[src/rtl/imem_port_arbiter_if.sv]
// Bundle of fetch (F), loader (L) and instruction-memory signals shared by imem_port_arbiter.
// Define IMEM_BOUNDS_CHECK_EN to add the f_err / l_err response flags.
interface imem_port_arbiter_if;
  logic        f_req;
  logic [31:0] f_addr;
  logic        f_gnt;
  logic        f_rvalid;
  logic [31:0] f_rdata;

  logic        l_req;
  logic        l_we;
  logic [31:0] l_addr;
  logic [31:0] l_wdata;
  logic        l_gnt;
  logic        l_rvalid;
  logic [31:0] l_rdata;

  logic [31:0] mem_a;
  logic        mem_we;
  logic [31:0] mem_wd;
  logic [31:0] mem_rd;

`ifdef IMEM_BOUNDS_CHECK_EN
  logic        f_err;
  logic        l_err;
`endif

  // Arbiter side.
  modport slave (
    input  f_req, f_addr, l_req, l_we, l_addr, l_wdata, mem_rd,
    output f_gnt, f_rvalid, f_rdata, l_gnt, l_rvalid, l_rdata,
           mem_a, mem_we, mem_wd
`ifdef IMEM_BOUNDS_CHECK_EN
    , output f_err, l_err
`endif
  );

  // Requester/memory side.
  modport master (
    output f_req, f_addr, l_req, l_we, l_addr, l_wdata, mem_rd,
    input  f_gnt, f_rvalid, f_rdata, l_gnt, l_rvalid, l_rdata,
           mem_a, mem_we, mem_wd
`ifdef IMEM_BOUNDS_CHECK_EN
    , input f_err, l_err
`endif
  );
endinterface

[src/rtl/imem_port_arbiter.sv]
// Two-requester arbiter for the instruction-memory port: fetch wins ties, loader is forced
// through after MAX_BURST fetch grants. Optional IMEM_BOUNDS_CHECK_EN adds address checking.
module imem_port_arbiter #(
  parameter int unsigned DEPTH     = 64,
  parameter int unsigned MAX_BURST = 4
) (
  input logic               clk,
  input logic               rst_n,
  imem_port_arbiter_if.slave bus
);

  localparam int unsigned BW = $clog2(MAX_BURST + 1);
  localparam logic [BW-1:0] BURST_MAX = BW'(MAX_BURST);
  localparam logic [31:0]   BAD_DATA  = 32'hDEAD_BEEF;

  if (MAX_BURST < 1 || DEPTH < 1) begin : g_param_check
    $error("imem_port_arbiter: DEPTH and MAX_BURST must be >= 1");
  end

  typedef enum logic [1:0] {GNT_NONE, GNT_F, GNT_L} gnt_e;

  gnt_e          gnt;
  logic [BW-1:0] burst_q, burst_d;
  logic          f_rvalid_q, f_rvalid_d;
  logic [31:0]   f_rdata_q, f_rdata_d;
  logic          l_rvalid_q, l_rvalid_d;
  logic [31:0]   l_rdata_q, l_rdata_d;
  logic          f_err_q, f_err_d;
  logic          l_err_q, l_err_d;
  logic          f_bad, l_bad;

`ifdef IMEM_BOUNDS_CHECK_EN
  localparam logic [31:0] ADDR_LIMIT = 32'(DEPTH * 4);
  assign f_bad = (bus.f_addr[1:0] != 2'b00) || (bus.f_addr >= ADDR_LIMIT);
  assign l_bad = (bus.l_addr[1:0] != 2'b00) || (bus.l_addr >= ADDR_LIMIT);
  assign bus.f_err = f_err_q;
  assign bus.l_err = l_err_q;
`else
  assign f_bad = 1'b0;
  assign l_bad = 1'b0;
`endif

  // NOTE: every signal driven here gets a default first, so no path can infer a latch.
  always_comb begin
    gnt         = GNT_NONE;
    burst_d     = burst_q;
    bus.mem_a   = '0;
    bus.mem_we  = 1'b0;
    bus.mem_wd  = '0;
    f_rvalid_d  = 1'b0;
    f_rdata_d   = f_rdata_q;
    f_err_d     = 1'b0;
    l_rvalid_d  = 1'b0;
    l_rdata_d   = l_rdata_q;
    l_err_d     = 1'b0;

    // Grants are suppressed while reset is held so every output reads 0.
    if (rst_n) begin
      if (bus.l_req && (!bus.f_req || burst_q == BURST_MAX)) gnt = GNT_L;
      else if (bus.f_req)                                    gnt = GNT_F;
    end

    if (!bus.l_req || gnt == GNT_L)                 burst_d = '0;
    else if (gnt == GNT_F && burst_q != BURST_MAX)  burst_d = burst_q + 1'b1;

    unique case (gnt)
      GNT_F: begin
        bus.mem_a  = bus.f_addr & ~32'h3;
        f_rvalid_d = 1'b1;
        f_rdata_d  = f_bad ? BAD_DATA : bus.mem_rd;
        f_err_d    = f_bad;
      end
      GNT_L: begin
        bus.mem_a  = bus.l_addr & ~32'h3;
        bus.mem_we = bus.l_we && !l_bad;
        bus.mem_wd = bus.l_wdata;
        l_rvalid_d = 1'b1;
        l_rdata_d  = l_bad ? BAD_DATA : (bus.l_we ? 32'h0 : bus.mem_rd);
        l_err_d    = l_bad;
      end
      default: ;
    endcase
  end

  // NOTE: state registers use non-blocking assignment so all flops update from pre-edge values.
  always_ff @(posedge clk or negedge rst_n) begin
    if (!rst_n) begin
      burst_q    <= '0;
      f_rvalid_q <= 1'b0;
      f_rdata_q  <= '0;
      f_err_q    <= 1'b0;
      l_rvalid_q <= 1'b0;
      l_rdata_q  <= '0;
      l_err_q    <= 1'b0;
    end else begin
      burst_q    <= burst_d;
      f_rvalid_q <= f_rvalid_d;
      f_rdata_q  <= f_rdata_d;
      f_err_q    <= f_err_d;
      l_rvalid_q <= l_rvalid_d;
      l_rdata_q  <= l_rdata_d;
      l_err_q    <= l_err_d;
    end
  end

  assign bus.f_gnt    = (gnt == GNT_F);
  assign bus.l_gnt    = (gnt == GNT_L);
  assign bus.f_rvalid = f_rvalid_q;
  assign bus.f_rdata  = f_rdata_q;
  assign bus.l_rvalid = l_rvalid_q;
  assign bus.l_rdata  = l_rdata_q;

endmodule

[src/flat_wrapper.sv]
// flat-port wrapper written by rule: the top's interface ports become plain ports
module imem_port_arbiter_flat 
#(
  parameter int unsigned DEPTH     = 64,
  parameter int unsigned MAX_BURST = 4
)
  (clk, rst_n, bus_f_req, bus_f_addr, bus_l_req, bus_l_we, bus_l_addr, bus_l_wdata, bus_mem_rd, bus_f_gnt, bus_f_rvalid, bus_f_rdata, bus_l_gnt, bus_l_rvalid, bus_l_rdata, bus_mem_a, bus_mem_we, bus_mem_wd);
  imem_port_arbiter_if bus_i ();
  input logic clk;
  input logic rst_n;
  input wire logic [$bits(bus_i.f_req)-1:0] bus_f_req;
  input wire logic [$bits(bus_i.f_addr)-1:0] bus_f_addr;
  input wire logic [$bits(bus_i.l_req)-1:0] bus_l_req;
  input wire logic [$bits(bus_i.l_we)-1:0] bus_l_we;
  input wire logic [$bits(bus_i.l_addr)-1:0] bus_l_addr;
  input wire logic [$bits(bus_i.l_wdata)-1:0] bus_l_wdata;
  input wire logic [$bits(bus_i.mem_rd)-1:0] bus_mem_rd;
  output wire logic [$bits(bus_i.f_gnt)-1:0] bus_f_gnt;
  output wire logic [$bits(bus_i.f_rvalid)-1:0] bus_f_rvalid;
  output wire logic [$bits(bus_i.f_rdata)-1:0] bus_f_rdata;
  output wire logic [$bits(bus_i.l_gnt)-1:0] bus_l_gnt;
  output wire logic [$bits(bus_i.l_rvalid)-1:0] bus_l_rvalid;
  output wire logic [$bits(bus_i.l_rdata)-1:0] bus_l_rdata;
  output wire logic [$bits(bus_i.mem_a)-1:0] bus_mem_a;
  output wire logic [$bits(bus_i.mem_we)-1:0] bus_mem_we;
  output wire logic [$bits(bus_i.mem_wd)-1:0] bus_mem_wd;
  assign bus_i.f_req = bus_f_req;
  assign bus_i.f_addr = bus_f_addr;
  assign bus_i.l_req = bus_l_req;
  assign bus_i.l_we = bus_l_we;
  assign bus_i.l_addr = bus_l_addr;
  assign bus_i.l_wdata = bus_l_wdata;
  assign bus_i.mem_rd = bus_mem_rd;
  assign bus_f_gnt = bus_i.f_gnt;
  assign bus_f_rvalid = bus_i.f_rvalid;
  assign bus_f_rdata = bus_i.f_rdata;
  assign bus_l_gnt = bus_i.l_gnt;
  assign bus_l_rvalid = bus_i.l_rvalid;
  assign bus_l_rdata = bus_i.l_rdata;
  assign bus_mem_a = bus_i.mem_a;
  assign bus_mem_we = bus_i.mem_we;
  assign bus_mem_wd = bus_i.mem_wd;
  imem_port_arbiter #(.DEPTH(DEPTH), .MAX_BURST(MAX_BURST)) u_core (.clk(clk), .rst_n(rst_n), .bus(bus_i));
endmodule
[config.mk]
export PLATFORM = sky130hd
export DESIGN_NAME = imem_port_arbiter_flat
export DESIGN_NICKNAME = d
export VERILOG_FILES = /design/src/rtl/imem_port_arbiter_if.sv /design/src/rtl/imem_port_arbiter.sv /design/src/flat_wrapper.sv
export SDC_FILE = /design/constraint.sdc
export NUM_CORES = 1
export LEC_CHECK = 0
export ABC_AREA = 1
export BUFFER_PORTS_ARGS = -buffer_cell sky130_fd_sc_hd__buf_2
export CORE_ASPECT_RATIO = 1.1
export CORE_MARGIN = 2
export CORE_UTILIZATION = 37
export DETAILED_ROUTE_END_ITERATION = 8
export GPL_TIMING_DRIVEN = 0
export PLACE_DENSITY = 0.88
export SYNTH_ARGS = -nofsm -noshare
export SYNTH_HDL_FRONTEND = slang
export SYNTH_SLANG_ARGS = --single-unit
[constraint.sdc]
create_clock -name clk -period 2.5 [get_ports clk]
set_input_delay 0.75 -clock clk [delete_from_list [all_inputs] [get_ports clk]]
set_output_delay 0.75 -clock clk [all_outputs]
set_load 0.005 [all_outputs]
* After elaboration in Yosys (flattened, before gate mapping)
Cells that the tools add are included.
** Storage, ports and cells
- Register bits after elaboration :: 69
- Input port bits :: 133
- Output and inout port bits :: 133
- Logic and storage cells :: 28
** Operators by class
- Add/sub/neg operators :: 1
- Equal/unequal tests :: 4
- Mux-type cells :: 11
- Reductions and logical operators :: 7
** Operators with widths (number)
- 32-bit 2-to-1 mux :: 2
- 32-bit case mux with 2 select lines :: 1
- 3-bit 2-to-1 mux :: 2
- 1-bit 2-to-1 mux :: 4
- 2-bit 2-to-1 mux :: 2
- 3-bit by 1-bit adder with 3-bit output (second input constant) :: 1
- 3-bit equality test (second input constant) :: 1
- 3-bit != test (second input constant) :: 1
- 2-bit by 1-bit equality test with 1-bit output (second input constant) :: 1
- 2-bit equality test (second input constant) :: 1
- 1-bit logical AND :: 2
- 1-bit zero test :: 2
- 1-bit logical OR :: 2
- 2-bit nonzero test :: 1

* Depth between registers and ports, before layout
Gate-level depths: netlist (run 1).
- Depth after elaboration :: 9
- Mapped depth :: 13

* Least setup slack after synthesis (run 1)
Ideal clock, no wire load.
- Path type :: input port to output port
- Start point :: input bus_f_req
- End point :: output bus_mem_a[10]
- Data arrival time :: 1916 ps
- Required time :: 1750 ps
- Path slack :: -166 ps
- Cell stages on the path :: 8
- Cells stage by stage :: nand2_4 buf_8 nand2_4 nor2_4 inv_1 ha_1 dlymetal6s4s_1 a21oi_1
** Between the ends
- Word-level cells in the longest chain between the ends :: 7
- Elaborated cells on any way between the ends :: 9
- Those cells by class :: eq/ne (2); mux (4); reduce/logical (3)
** RTL lines
- from (decl) :: line flat_wrapper.sv:11 : input wire logic [$bits(bus_i.f_req)-1:0] bus_f_req;
- 1-bit zero test :: line imem_port_arbiter.sv:59 : if (bus.l_req && (!bus.f_req || burst_q == BURST_MAX)) gnt = GNT_L;
- 1-bit logical OR :: line imem_port_arbiter.sv:59
- 1-bit logical AND :: line imem_port_arbiter.sv:59
- 2-bit 2-to-1 mux (*) :: line imem_port_arbiter.sv:59
- 2-bit 2-to-1 mux (*) :: line imem_port_arbiter.sv:58 : if (rst_n) begin
- 2-bit equality test or 2-bit by 1-bit equality test with 1-bit output (tied branches) :: line imem_port_arbiter.sv:66 : unique case (gnt)
- 32-bit case mux with 2 select lines (*) :: line imem_port_arbiter.sv:66
- to (decl) :: line flat_wrapper.sv:24 : output wire logic [$bits(bus_i.mem_a)-1:0] bus_mem_a;
Mark *: on every way between the ends. The rest lies on a longest branch, timed or not.

* Worst setup path after layout (run 1)
- Start point :: register u_core.burst_q[0]
- End point :: output bus_mem_a[6]
** Between the ends
- Word-level cells in the longest chain between the ends :: 7
- Elaborated cells on any way between the ends :: 8
- Those cells by class :: eq/ne (3); mux (3); reduce/logical (2)
** RTL lines
- from (decl) :: line imem_port_arbiter.sv:23 : logic [BW-1:0] burst_q, burst_d;
- from (signal assigned) :: line imem_port_arbiter.sv:96 : burst_q <= burst_d;
- 3-bit equality test (*) :: line imem_port_arbiter.sv:59
- 1-bit logical OR (*) :: line imem_port_arbiter.sv:59
- 1-bit logical AND (*) :: line imem_port_arbiter.sv:59
- 2-bit 2-to-1 mux (*) :: line imem_port_arbiter.sv:59
- 2-bit 2-to-1 mux (*) :: line imem_port_arbiter.sv:58
- 2-bit equality test or 2-bit by 1-bit equality test with 1-bit output (tied branches) :: line imem_port_arbiter.sv:66
- 32-bit case mux with 2 select lines (*) :: line imem_port_arbiter.sv:66
Marks and branches as above.

==> flow_summary.ini, run 1 <==
[outcome]
status = complete, but fails checks
failed_checks = negative setup slack

[pwr]
peakVddDrop_v = 0.000579
power_mw = 3.32
p_leak_nw = 3.45
powerDensity_nw_per_um2 = 561

[floorplanning]
design.die.area_sq_um = 10700
ios = 266
core_sq_um = 9750
fp.dieH_um = 108
initial_core_util_pct = 37.6
die_w_um = 98.9
num_rows = 38

[grt]
antenna_found_initial = 0
track_usage_pct = 22.1
grt_max_degree = 37
grt_first_pass_wirelength_mm = 18.7
grt_remaining_overflow = 0
grt_pass1_vias = 3804

[synth]
ys.flop_type = dfrtp_1
synth_cells = 446
synth-seq-cells = 69
synth_edf_count = 0
ys_seq_area_share_pct = 47.1
synth_cell_types = 27
yosysMostFrequentCell = inv_1
syn_area_sq_um = 3660
yosysWarnings = 0
yosys-top-cells-count = 100 x inv_1, 69 x dfrtp_1, 65 x nand2_1, 56 x a21oi_1, 29 x nand4_1
avgSynthCellArea_sq_um = 8.21
synth_area_leader_cell = dfrtp_1
synth_area_leaders = dfrtp_1 47%, inv_1 10%, a21oi_1 7.7%
synthArstFlopShare_pct = 100
synth_top_area_share_pct = 47.1

[setup_path]
crit_family = buffers and inverters
worstSetupEndpointType = output port
worstSetupPathType = reg -> out
path_cells = inv_2 > ha_4 > nand2_4 > nand2_8 > buf_8 > nand2_8 > nand2_4 > inv_4 > ha_4 > buf_12 > clkbuf_16 > nand2_1 > a21oi_1 > buf_2
path_buf_inv = 6
crit_path_max_incr_delay_ns = 0.37
cp_data_required_time_ns = 1.75
reg2reg_slack_ns = 0.43
start_kind = flop
worstPathArrival_ns = 2.15
cpMaxStageDelayCell = dfrtp_1
crit_fanout = 10

[sta]
finalWorstSetupSlack_ns = -0.395
hold_ws_ns = 0.222
min_period_over_period_pct = 116
hold_violations = 0
slew_violations = 0
min_period_ns = 2.90
setup_violations = 63
tns_ns = -18.37
rsz0062_at_grt = yes
fmax_mhz = 345
clock_skew_ns = 0.0196

[route]
highest_layer = met4
num_vias = 4060
drt_iter0_drc = 203
routed-wl-met2_mm = 6.75
drt_wl_total_mm = 12.8
post_drt_wl_per_cell_um = 14.9
route.detailed.drc = 0
via_per_inst = 4.71
wl_met1_mm = 5.00
wl_met3_um = 869
ant_nets = 0
first_pass_iters = 4

[clocking]
cts_tree = yes
cts-root-buf = clkbuf_8
holdBufCountCts = 0
cts.htree.levels = 3
cts.sink_count = 69
cts_made_buffers = 9
clk_pin_slew_ns = 0.07
clk-insertion-delay-late_ns = 0.34
clockBufferDepth = 2

[hold_path]
hold_class = in -> async

[placement]
placed_cells = 826
gp_congestion = 0.870
port-buffer-count = 259
hpwlAfterDp_mm = 9.22
dp_slack_ns = -1.17

[layout]
layout-drive-gt1-share_pct = 52.7
fin_cells = 862
synthToLayoutAreaGrowth_pct = 61.5
antenna_cells = 0
final_net_count = 874

[run]
cap_viol_max_count = 0
## through the flow
step	cell area, sq um	utilization, %
final	5910	60.7
after global placement	5140	52.7
after CTS	5730	58.8
after floorplan	3690	-
after detailed placement	5140	52.8
after global routing	5910	60.7
## kinds of logic (layout without fill, tap and decap cells)
kind of cell             after synthesis  count (layout)  synth area share, %
adder cells (fa/ha/maj)                4               4                 1.37
XOR/XNOR                               1               1                0.239
AO/OA/AOI/OAI                         92              92                 13.6
buffers and inverters                135             430                 18.3
flip-flops                            69              69                 47.1
AND/OR/NAND/NOR                      138             138                 17.5
multiplexers                           6               6                 1.84
other                                  1               2                0.102
## state kept, by name, summed over array words and instances, names as in the netlist
name and flops:
u_core.bus.l_rvalid 1, u_core.burst_q 3, u_core.bus.f_rdata 32, u_core.bus.f_rvalid 1
u_core.bus.l_rdata 32
## metal layers
metal	global-route usage (%)	vias up
li1	-	1987
met5	0	-
met2	39.7	163
met3	6.01	19
met1	25.7	1891
met4	6.85	0
## cell type report
class	count	area (sq um)
Tap cell	120	150
Timing Repair Buffer	279	1540
Buffer	34	393
Multi-Input combinational cell	243	1490
Inverter	101	382
Fill cell	858	3830
Clock buffer	11	151
Clock inverter	5	81.3
Sequential cell	69	1730
## cell usage in the layout (no fill, tap or decap), drive strengths merged, types with 2 or more instances in the layout
cell type / count
nor2: 30
nand2: 70
clkbuf: 16
o21ai: 10
inv: 102
buf: 306
a21oi: 56
bufinv: 2
conb: 2
ha: 4
dfrtp: 69
nand4: 29
bufbuf: 2
o22ai: 26
mux2: 6
nand3: 9
## power by group
| part | switching (mW) | internal (mW) | total, mW |
|---|---|---|---|
| Combinational | 0.430 | 0.444 | 0.874 |
| Clock | 0.418 | 0.618 | 1.04 |
| Sequential | 0.102 | 1.31 | 1.41 |
## timing repair
action	4_1_cts	5_1_grt
buffers inserted	9	5
pin swaps	10	11
gates resized for setup	52	52
endpoints found under the setup margin	91	63
cloned	5	1
## worst reg2reg max path, cell delays in order, from the launching register on
cell	delay, ns
dfrtp_1	0.39
inv_2	0.08
ha_4	0.14
nand2_4	0.06
nand2_8	0.06
buf_8	0.10
nand2_8	0.06
nor2_4	0.10
inv_2	0.05
ha_4	0.16
buf_12	0.14
buf_8	0.13
buf_4	0.17
buf_2	0.19
a21oi_1	0.17
## worst paths after layout
path,from,to,depth (start not counted)
worst max-delay path,u_core.burst_q[0]$_DFFE_PN0P_,bus_mem_a[6],14
worst min-delay path,rst_n,u_core.bus.f_rdata[25]$_DFFE_PN0N_,1
worst max register to register,u_core.burst_q[0]$_DFFE_PN0P_,u_core.bus.f_rdata[12]$_DFFE_PN0N_,14
worst min register to register,u_core.bus.f_rdata[0]$_DFFE_PN0N_,u_core.bus.f_rdata[0]$_DFFE_PN0N_,1
max in group asynchronous,rst_n,u_core.bus.f_rdata[5]$_DFFE_PN0N_,1
min in group clk,u_core.bus.f_rdata[0]$_DFFE_PN0N_,u_core.bus.f_rdata[0]$_DFFE_PN0N_,1
Power figures use the tool's default switching activity.
==> run 2, diff against run 1 <==
- CELL_PAD_IN_SITES_DETAIL_PLACEMENT: default -> 1
- CELL_PAD_IN_SITES_GLOBAL_PLACEMENT: default -> 1
- CORE_UTILIZATION: 37 -> 25
- SETUP_SLACK_MARGIN: default -> 0.3
==> run 2 against run 1 <==
Against the previous run:
- the flow still finishes with violations (negative setup slack)
- count of clock-buffer cells in the layout grew 1
- critical path type unchanged
- combinational power grew 7.4%
- die area grew 46%
- register-to-register slack lost 0.03 ns
- sequential power is essentially flat
- first-iteration DRC count shrank 49%
- utilization shrank 17 points
- fmax shrank 1.5%
- flip-flop and latch count is the same
- hold slack gained 0.14 ns
- non-clock buffer count grew 6
==> flow_summary.ini, run 2 (synthesis gave the netlist of run 1 again) <==
[layout]
synthToLayoutAreaGrowth_pct = 72.3
final_common_cell = buf_2
multi_input_area_sq_um = 1600
antenna_cells = 0
utilization_pct = 43.8
fill_cells = 1818
ff_latch_area_sq_um = 1730
layout-drive-gt1-share_pct = 54.7
mostFrequentLayoutCells = 264 x buf_2, 94 x inv_1, 69 x dfrtp_1
final_net_count = 880

[route]
first_pass_iters = 4
post_drt_wl_per_cell_um = 16.4
ant_nets = 0
num_vias = 4211
via_per_inst = 4.48
drt_iter0_drc = 103
drt_wl_total_mm = 15.4
route.detailed.drc = 0

[setup_path]
worstSetupPathType = reg -> out
worstPathArrival_ns = 2.19
cp_data_required_time_ns = 1.75
worstSetupEndpointType = output port
crit_fanout = 5
start_kind = flop

[hold_path]
hold_class = in -> async

[grt]
track_usage_pct = 18.3
grt_remaining_overflow = 0
grt_max_degree = 20
grt_first_pass_wirelength_mm = 22.4
grt_pass1_vias = 4213
antenna_found_initial = 0

[outcome]
status = complete, but fails checks
failed_checks = negative setup slack

[sta]
setup_violations = 63
finalWorstSetupSlack_ns = -0.440
clock_skew_ns = 0.00288
rsz0062_at_grt = yes
hold_violations = 0
min_period_over_period_pct = 118
slew_violations = 0
tns_ns = -22.53
fmax_mhz = 340
min_period_ns = 2.94

[clocking]
cts.sink_count = 69
clockBufferDepth = 2
cts_made_buffers = 9
cts_tree = yes
cts-root-buf = clkbuf_16
clk_pin_slew_ns = 0.06
holdBufCountCts = 0
clk-insertion-delay-late_ns = 0.32
cts.htree.levels = 3

[pwr]
peakVddDrop_v = 0.000395
power_mw = 3.71
powerDensity_nw_per_um2 = 588
p_leak_nw = 3.60

[floorplanning]
die_w_um = 119
initial_core_util_pct = 25.5
fp.dieH_um = 131
num_rows = 46
core_sq_um = 14400
design.die.area_sq_um = 15600
ios = 266

[run]
cap_viol_max_count = 0

[placement]
gp_congestion = 0.732
hpwlAfterDp_mm = 10.8
port-buffer-count = 259
==> run 2: cell types whose count changed in the layout (fill, tap and decap cells not counted), moves of 3 or more <==
cell / previous run / this run
clkbuf_8: 13 / 6
a21oi_2: 19 / 25
a21oi_4: 2 / 5
clkbuf_16: 3 / 11
nand2_4: 7 / 14
nand2_2: 16 / 8
a21oi_1: 35 / 26
==> run 2: per-stage QoR <==
stage / hold slack, ns / cells / setup WS (ns) / area [sq um]
after floorplan: 0.454 / 447 / 0.00133 / 3820
after global placement: 0.465 / 898 / -1.81 / 5360
after detailed placement: 0.480 / 899 / -1.16 / 5380
after CTS: 0.351 / 938 / -0.459 / 6180
after global routing: 0.352 / 940 / -0.538 / 6310
final: 0.363 / 940 / -0.440 / 6310
==> run 2: power by group <==
group | leakage [nW] | switching, mW | internal (mW)
sequential | 0.836 | 0.0976 | 1.31
clock | 0.155 | 0.506 | 0.858
combinational | 2.61 | 0.473 | 0.466
total | 3.60 | 1.08 | 2.63
==> run 2: area by class of cell <==
class	instances	share of cell area, %
plain buffers	34	6.07
flip-flops and latches	69	27.4
clock buffers	12	4.22
well taps	192	3.81
inverters	101	6.05
clock inverters	4	0.873
multi-input cells	243	25.4
repair buffers	285	26.2
==> run 2: worst paths after layout <==
check                                                       start                            endpoint  slack, ns  cells past startpoint
worst min register to register  u_core.bus.f_rdata[0]$_DFFE_PN0N_   u_core.bus.f_rdata[0]$_DFFE_PN0N_       0.49                      1
max in group asynchronous                                   rst_n   u_core.bus.f_rdata[0]$_DFFE_PN0N_       1.56                      3
worst max register to register      u_core.burst_q[0]$_DFFE_PN0P_  u_core.bus.f_rdata[20]$_DFFE_PN0N_       0.40                     14
worst max-delay path                u_core.burst_q[0]$_DFFE_PN0P_                       bus_mem_a[31]      -0.44                     13
min in group clk                u_core.bus.f_rdata[0]$_DFFE_PN0N_   u_core.bus.f_rdata[0]$_DFFE_PN0N_       0.49                      1
worst min-delay path                                        rst_n  u_core.bus.f_rdata[29]$_DFFE_PN0N_       0.36                      1
==> run 2: layer usage <==
layer	global-route usage, %	wire [um]	share of wire [%]	vias to the layer above
met3	5.08	1050	6.8	14
li1	-	-	-	2002
met2	34.2	8210	53	159
met1	21.0	5990	39	2036
met5	0	0	0	-
met4	4.15	182	1.2	0
==> run 2: repair_timing <==
item / CTS / global route
setup endpoints to repair: 132 / 70
gates resized for setup: 46 / 38
setup buffers: 18 / 1
gates cloned: 5 / 1
pin swaps: 6 / 9
==> run 2: worst max-delay path, stage by stage (launching register included) <==
cell and delay (ns):
dfrtp_1 0.39, inv_2 0.09, ha_4 0.14, nand2_4 0.06, nand2_8 0.08, buf_8 0.11
nand2_8 0.06, nor2_4 0.10, inv_2 0.05, ha_4 0.24, buf_6 0.12, buf_12 0.13
a21oi_4 0.15, buf_2 0.14
==> run 3, diff against run 2 <==
==> constraint.sdc (replaced) <==
create_clock -name clk -period 2.5 [get_ports clk]
set_input_delay 0 -clock clk [delete_from_list [all_inputs] [get_ports clk]]
set_output_delay 0 -clock clk [all_outputs]
set_load 0.005 [all_outputs]
==> run 3 against run 2 <==
Against the previous run:
- the run ends with negative hold slack left
- flip-flop and latch count unchanged
- total power increased by 1.8%
- count of clock-buffer cells in the layout decreased by 2
- clock power increased by 4%
- critical path type unchanged
- wire length increased by 7.1%
- hold slack got worse by 0.37 ns
- highest routed layer unchanged
- sequential power about the same
- clock skew increased by 0.0049 ns
- utilization decreased by 0.34 points
==> flow_summary.ini, run 3 (synthesis gave the netlist of run 1 again) <==
[outcome]
status = complete, but fails checks
failed_checks = negative hold slack

[sta]
worst_pin_slew_ns = 1.05
tns_ns = 0
hold_ws_ns = -0.00664
min_period_ns = 2.13
min_period_over_period_pct = 85.3
finalWorstSetupSlack_ns = 0.368
setup_violations = 0
clock_skew_ns = 0.00776
slew_violations = 0
fmax_mhz = 469
rsz0062_at_grt = yes
relSlewSlack_pct = 29.9
hold_violations = 2

[clocking]
cts_made_buffers = 9
cts.htree.levels = 3
clk-insertion-delay-late_ns = 0.33
clockBufferDepth = 2
clk_pin_slew_ns = 0.06
cts-root-buf = clkbuf_16
cts_tree = yes
cts.sink_count = 69

[floorplanning]
design.die.area_sq_um = 15600
initial_core_util_pct = 25.5
fp.dieH_um = 131
ios = 266
core_sq_um = 14400
die_w_um = 119
num_rows = 46

[setup_path]
crit_path_max_incr_delay_ns = 0.39
worstReg2RegStart = u_core.burst_q[0]$_DFFE_PN0P_
worst-r2r-cell-count = 12
path_cells = inv_2 > ha_4 > nand2_2 > nand2_4 > buf_8 > nand2_8 > nor2_4 > inv_2 > ha_4 > buf_6 > buf_6 > a21oi_2 > buf_2
cp_data_required_time_ns = 2.50
worstSetupEndpointType = output port
cpMaxStageDelayCell = dfrtp_1
worstPathArrival_ns = 2.13
crit_fanout = 4
worstSetupPathType = reg -> out
start_kind = flop
startpoint = u_core.burst_q[0]$_DFFE_PN0P_

[placement]
place_area_sq_um = 5230
port-buffer-count = 259
gp_congestion = 0.727
hpwlAfterDp_mm = 11.4
dp_slack_ns = 0.265

[pwr]
peakVddDrop_v = 0.000320
powerDensity_nw_per_um2 = 603
p_leak_nw = 3.54

[layout]
stdcell_area_sq_um = 6260
final_common_cell = buf_2
antenna_cells = 0
synthToLayoutAreaGrowth_pct = 70.9
fill_cells = 1805
layout-drive-gt1-share_pct = 47.2
mostFrequentLayoutCells = 266 x buf_2, 96 x inv_1, 69 x dfrtp_1
final_net_count = 905

[grt]
use_met1_pct = 20.7
grt_max_degree = 49
track_usage_pct = 20.0
grt_first_pass_wirelength_mm = 24.1
busiest_layer = met2
grt_use_met3_pct = 7.47
antenna_found_initial = 0
grt_use_met2_pct = 37.3
grt_pass1_vias = 4495
grt_remaining_overflow = 0

[route]
route.detailed.drc = 0
first_pass_iters = 4
num_vias = 4359
via_per_inst = 4.52
drt_wl_total_mm = 16.5
ant_nets = 0
drt_iter0_drc = 97
post_drt_wl_per_cell_um = 17.1

[run]
cap_viol_max_count = 0

[hold_path]
hold_class = in -> async
run 3: final timing paths:
path	end	slack [ns]
setup / recovery	bus_mem_a[26]	0.37
hold / removal	u_core.bus.l_rdata[20]$_DFFE_PN0N_	-0.007
setup reg to reg	u_core.bus.l_rdata[12]$_DFFE_PN0N_	0.45
hold reg to reg	u_core.bus.f_rdata[0]$_DFFE_PN0N_	0.49
max in group asynchronous	u_core.burst_q[1]$_DFFE_PN0P_	1.20
min in group clk	u_core.bus.f_rvalid$_DFF_PN0_	0.08
run 3: layer usage:
| layer | vias to the layer above | routed length (um) |
|---|---|---|
| met5 | - | 0 |
| met4 | 0 | 455 |
| met3 | 31 | 1620 |
| met2 | 201 | 8690 |
| met1 | 2074 | 5770 |
| li1 | 2053 | - |
run 3: per-stage QoR:
stage               utilization (%)  power [mW]  cells  hold WS [ns]
floorplan                         -        1.75    447        -0.296
global placement               36.2        2.19    898         0.243
detailed placement             36.4        2.24    899       -0.0558
CTS                            42.6        3.77    962        0.0269
global route                   43.5        3.98    965        0.0318
finish                         43.5        3.78    965      -0.00664
run 3: where the power goes:
part	total, mW	switching, mW	internal [mW]	leakage, nW
Clock	1.42	0.510	0.910	0.160
Combinational	0.940	0.479	0.461	2.55
Sequential	1.42	0.108	1.31	0.836
run 3: timing repair:
action | in CTS | in global routing
setup buffers | 10 | 2
gates cloned | 1 | 1
endpoints found under the setup margin | 67 | 72
hold buffers | 36 | 0
endpoints found under the hold margin | 133 | 0
pin swaps | 2 | 1
resized for setup | 24 | 34
run 3: area by class of cell:
cell class              instances  area, sq um  area share (%)
multi-input cells             243         1380            22.0
inverters                     101          379            6.06
clock inverters                 6         93.8            1.50
flip-flops and latches         69         1730            27.6
well taps                     192          240            3.84
repair buffers                310         1860            29.6
plain buffers                  34          349            5.58
clock buffers                  10          239            3.82
run 3: critical path, delay by kind of cell (launching register included):
family | cells | cell delay (ns)
fa+ha+maj | 2 | 0.39
simple gates | 4 | 0.29
compound gates | 1 | 0.11
buf+inv | 6 | 0.62
flops | 1 | 0.39
